$ cat config.mk
export PLATFORM = sky130hd
export DESIGN_NAME = gray_ctrl
export DESIGN_NICKNAME = d
export VERILOG_FILES = /design/src/rtl/gray_ctrl.sv
export SDC_FILE = /design/constraint.sdc
export NUM_CORES = 1
export LEC_CHECK = 0
export ABC_CLOCK_PERIOD_IN_PS = 4700
export BUFFER_PORTS_ARGS = -buffer_cell sky130_fd_sc_hd__buf_2
export CAP_MARGIN = 20
export CORE_MARGIN = 2
export CORE_UTILIZATION = 60
export CTS_CLUSTER_SIZE = 30
export DETAILED_ROUTE_END_ITERATION = 6
export GPL_TIMING_DRIVEN = 0
export PLACE_DENSITY = 0.84
export SLEW_MARGIN = 15
export SYNTH_ARGS = -nofsm -noshare
export SYNTH_HDL_FRONTEND = slang
export SYNTH_SLANG_ARGS = --single-unit
export TNS_END_PERCENT = 50
$ cat constraint.sdc
create_clock -name clk -period 4.7 [get_ports clk]
set_input_delay 0.235 -clock clk [delete_from_list [all_inputs] [get_ports clk]]
set_output_delay 0.235 -clock clk [all_outputs]
set_load 0.01 [all_outputs]
$ cat src/rtl/gray_ctrl.sv
// gray_ctrl: enable sequencer for an external N-bit Gray counter.
// Generates registered one-cycle clk_en pulses:
//   - in bursts of burst_len enables, spaced by period cycles (start)
//   - as a single enable (step)
// Enables are counted in en_cnt. done pulses once when a burst completes.
//
// Optional feature: define GRAY_CTRL_CHECK_EN to build a checker. After every
// enable, the checker verifies that gray_in moved by exactly one bit. A failure
// sets the sticky err flag. Without the macro, err is tied low and no checker
// logic is built.
module gray_ctrl #(
  parameter int N     = 4,
  parameter int DIV_W = 8,
  parameter int LEN_W = 8
) (
  input  logic             clk,
  input  logic             rst,
  input  logic             start,
  input  logic             abort,
  input  logic             step,
  input  logic [DIV_W-1:0] period,
  input  logic [LEN_W-1:0] burst_len,
  input  logic [N-1:0]     gray_in,
  output logic             clk_en,
  output logic             busy,
  output logic             done,
  output logic [LEN_W-1:0] en_cnt,
  output logic             err
);

  typedef enum logic [1:0] {
    IDLE  = 2'd0,
    RUN   = 2'd1,
    CHECK = 2'd2
  } state_t;

  state_t             state_reg, state_next;
  logic [DIV_W-1:0]   period_reg, period_next;
  logic [LEN_W-1:0]   burst_reg, burst_next;
  logic [DIV_W-1:0]   ivl_reg, ivl_next;
  logic [LEN_W-1:0]   en_cnt_reg, en_cnt_next;
  logic               clk_en_reg, clk_en_next;
  logic               done_reg, done_next;
  // Set while the RUN/CHECK pass was entered by step.
  // Such a pass ends after a single enable and does not pulse done.
  logic               one_shot_reg, one_shot_next;

  // Interval reload value. A period of 0 behaves like 1,
  // so the counter never has to wrap below zero.
  function automatic logic [DIV_W-1:0] reload_val(input logic [DIV_W-1:0] p);
    return (p == '0) ? '0 : p - DIV_W'(1);
  endfunction

  // State and datapath registers; asynchronous active-low reset clears everything.
  always_ff @(posedge clk or negedge rst) begin
    if (!rst) begin
      state_reg    <= IDLE;
      period_reg   <= '0;
      burst_reg    <= '0;
      ivl_reg      <= '0;
      en_cnt_reg   <= '0;
      clk_en_reg   <= 1'b0;
      done_reg     <= 1'b0;
      one_shot_reg <= 1'b0;
    end else begin
      state_reg    <= state_next;
      period_reg   <= period_next;
      burst_reg    <= burst_next;
      ivl_reg      <= ivl_next;
      en_cnt_reg   <= en_cnt_next;
      clk_en_reg   <= clk_en_next;
      done_reg     <= done_next;
      one_shot_reg <= one_shot_next;
    end
  end

  // Next-state logic.
  // clk_en_next is the decision to fire an enable in the following cycle.
  // en_cnt advances on the same edge that raises clk_en.
  always_comb begin
    state_next    = state_reg;
    period_next   = period_reg;
    burst_next    = burst_reg;
    ivl_next      = ivl_reg;
    en_cnt_next   = en_cnt_reg;
    clk_en_next   = 1'b0;
    done_next     = 1'b0;
    one_shot_next = one_shot_reg;

    if (abort) begin
      // Abort overrides every state and request.
      // No enable is fired and done does not pulse.
      state_next    = IDLE;
      one_shot_next = 1'b0;
    end else begin
      case (state_reg)
        IDLE: begin
          if (start) begin
            // The first enable goes out immediately.
            // en_cnt restarts from that enable, so its new value is 1.
            period_next   = period;
            burst_next    = burst_len;
            ivl_next      = reload_val(period);
            en_cnt_next   = LEN_W'(1);
            clk_en_next   = 1'b1;
            one_shot_next = 1'b0;
            state_next    = RUN;
          end else if (step) begin
            en_cnt_next   = en_cnt_reg + LEN_W'(1);
            clk_en_next   = 1'b1;
            one_shot_next = 1'b1;
            state_next    = RUN;
          end
        end

        RUN: begin
          if (one_shot_reg ||
              ((burst_reg != '0) && (en_cnt_reg == burst_reg))) begin
            // The last enable is on clk_en this cycle; wind down through CHECK.
            state_next = CHECK;
          end else if (ivl_reg == '0) begin
            clk_en_next = 1'b1;
            en_cnt_next = en_cnt_reg + LEN_W'(1);
            ivl_next    = reload_val(period_reg);
          end else begin
            ivl_next = ivl_reg - DIV_W'(1);
          end
        end

        CHECK: begin
          state_next    = IDLE;
          done_next     = ~one_shot_reg;
          one_shot_next = 1'b0;
        end

        default: begin
          state_next = IDLE;
        end
      endcase
    end
  end

  assign clk_en = clk_en_reg;
  assign done   = done_reg;
  assign en_cnt = en_cnt_reg;
  assign busy   = (state_reg != IDLE);

`ifdef GRAY_CTRL_CHECK_EN
  logic [N-1:0] cap_reg;
  logic         pend_reg;
  logic         err_reg;
  logic [N-1:0] diff;
  logic         one_bit;

  assign diff    = gray_in ^ cap_reg;
  assign one_bit = (diff != '0) && ((diff & (diff - N'(1))) == '0);

  // Capture the counter value while clk_en is high.
  // In the next cycle, require the value to have moved by exactly one bit.
  always_ff @(posedge clk or negedge rst) begin
    if (!rst) begin
      cap_reg  <= '0;
      pend_reg <= 1'b0;
      err_reg  <= 1'b0;
    end else begin
      pend_reg <= clk_en_reg;
      if (clk_en_reg) begin
        cap_reg <= gray_in;
      end
      if (pend_reg && !one_bit) begin
        err_reg <= 1'b1;
      end
    end
  end

  assign err = err_reg;
`else
  logic gray_in_unused;
  assign gray_in_unused = ^gray_in;
  assign err            = 1'b0;
`endif

endmodule

==> metrics.cfg <==
[floorplan]
core_area_um2 = 3940
core.rowCount = 23
start_util_pct = 61.2
die_area_um2 = 4550
io-pin-count = 37
die_w_um = 67.4
die_h_um = 67.4

[yosys]
synth_area_um2 = 2410
syn_nets = 303
synth_compound_area_share_pct = 19.4
synthArstFlopShare_pct = 100
syn-mean-instance-area_um2 = 8.91
synth_top_area_share_pct = 38.4
synth.area.top_cells = dfrtp_1 38%, nand2_1 9.3%, xor2_1 4.0%, ha_1 3.6%, a21oi_1 3.1%
synth_ff_type = dfrtp_1
yosys.area_share.simple_pct = 23.8
yosysMostFrequentCell = nand2_1
synthAdderAreaFrac_pct = 3.63
yosys_warnings = 0
ys_types = 59
ys_seq_elements = 37
ys_seq_area_share_pct = 38.4
syn_inst = 271
synth_top_area_cell = dfrtp_1
synthXorXnorAreaFrac_pct = 6.89
synth-edff-count = 0
synth.mux.area_fraction_pct = 2.18
synth_top_family_by_area = simple AND/OR/NAND/NOR gates
synth_top_cells_by_count = 60 x nand2_1, 37 x dfrtp_1, 17 x inv_1

[flow_run]
max-cap-violations = 0

[sta]
hold_violations = 0
fmax_ghz = 0.429
rsz0062_at_grt = no
finalSetupViolations = 0
finClkSkew_ns = 0.00983
fin_crit_ns = 2.33
slew_viol_final = 0
fin_ws_ns = 2.37
worst-slew-pin-transition_ns = 0.826
whs_ns = 0.0348
maxSlewHeadroom_pct = 44.9
setup_tns_ns = 0
fin_crit_sh_pct = 49.6

[min_path]
hold_class = in -> async

[grt]
grt_overflow = 0
grt_use_total_pct = 27.0
grt_max_degree = 38
antenna_found_initial = 0
grt_pass1_vias = 1997
grt_pass1_wl_um = 9180

[placed_design]
io_buffers = 30
dp_slack_ns = 2.40
gp_congestion = 0.872
place_hpwl_um = 4020

[pwr]
total_power_mw = 1.29
power_density_nw_per_um2 = 475
vdd_drop_max_mv = 0.283
power.leakage_nw = 1.33

[setup_path]
r2r_start = ivl_reg[0]
start_kind = flop
critPathArrivalTime_ns = 2.51
path_max_fanout = 8
required_ns = 4.88
crit_start = ivl_reg[0]
end_kind = flop
crit_type = reg -> reg

[final_layout]
multiInputGateArea_um2 = 1350
fin_util_pct = 68.9
antenna_cells = 0
synthToLayoutAreaGrowth_pct = 12.5
nets = 340
fillCellCount = 320
register_area_um2 = 926
drive_gt1_share_pct = 19.5

[detailed_routing]
vias_per_cell = 5.94
drc = 0
drt_iter0_drc = 173
drt_pass1_iterations = 4
wl_per_cell_um = 15.3
finalWirelength_um = 5490
ant_nets = 0
routed-via-count = 2128

[clock_network]
cts_hold_buf = 0
clock-sinks = 37
cts-buffers-inserted = 5
cts_resized = 0
clk_pin_slew_ns = 0.08
root_buffer = clkbuf_8
cts.htree.levels = 2
clock_path_buffers = 2
clock_latency_ns = 0.29
cts_tree = built
postCtsSetupRepairBufs = 0

[run_status]
status = complete, no violations

## cell families after synthesis
logic type | Yosys count
other cells | 1
flops | 37
compound gates | 63
mux | 5
fa+ha+maj | 7
xor+xnor | 19
simple gates | 113
buf+inv | 26
## worst max-delay path, cell delays in order, from the launching register on
cell and delay (ns):
dfrtp_1 0.40, inv_1 0.12, ha_1 0.16, or3b_2 0.46
or2_1 0.23, buf_6 0.15, nor2_8 0.14, a21oi_4 0.09
inv_2 0.12, mux2_2 0.34
## layer usage
metal | part of all wire (%) | track usage, %
met1 | 47 | 35.3
met4 | 1.3 | 9.69
met3 | 5.0 | 5.83
met2 | 47 | 44.2
met5 | 0 | 0
## final cells by class
type / count / share of cell area (%)
tap: 50 / 2.30
inverter: 18 / 2.49
timing repair buffer: 30 / 5.53
clock buffer: 6 / 3.04
buffer: 8 / 2.44
clock inverter: 1 / 0.276
multi-input combinational: 208 / 49.8
sequential: 37 / 34.1
## through the flow
stage	std cells	area, um2
after floorplan	271	2410
after global placement	351	2630
after detailed placement	351	2630
after CTS	358	2720
after global routing	358	2720
final	358	2720
## final timing paths
check | end | slack [ns] | cells past startpoint
setup / recovery | en_cnt[0] | 2.37 | 9
hold / removal | ivl_reg[2] | 0.03 | 1
setup reg to reg | en_cnt[0] | 2.37 | 9
hold reg to reg | done | 0.52 | 1
max in group asynchronous | period_reg[2] | 4.13 | 1
min in group clk | burst_reg[3] | 0.13 | 3
## report_power, final
part	switching, mW	internal (mW)	total, mW
clock	0.113	0.116	0.229
sequential	0.124	0.418	0.541
combinational	0.293	0.227	0.520
## cells in the final DEF (no fill, tap or decap), types with 3 or more instances in the layout
cell type   n
o22ai_1     6
xor2_1     11
a211oi_1    4
nor3_1      8
ha_1        7
or4_1       6
nor2_1      8
inv_1      17
clkbuf_8    7
buf_6       3
dfrtp_1    37
nand2_1    60
nor4_1      6
o21ai_0     9
a311o_2     3
clkbuf_1    3
buf_2      30
mux2i_1     3
a21oi_1    15
nand3_1     5
xnor2_1     8
o41ai_1     3
Note: power is estimated with default switching activity, not from simulation.
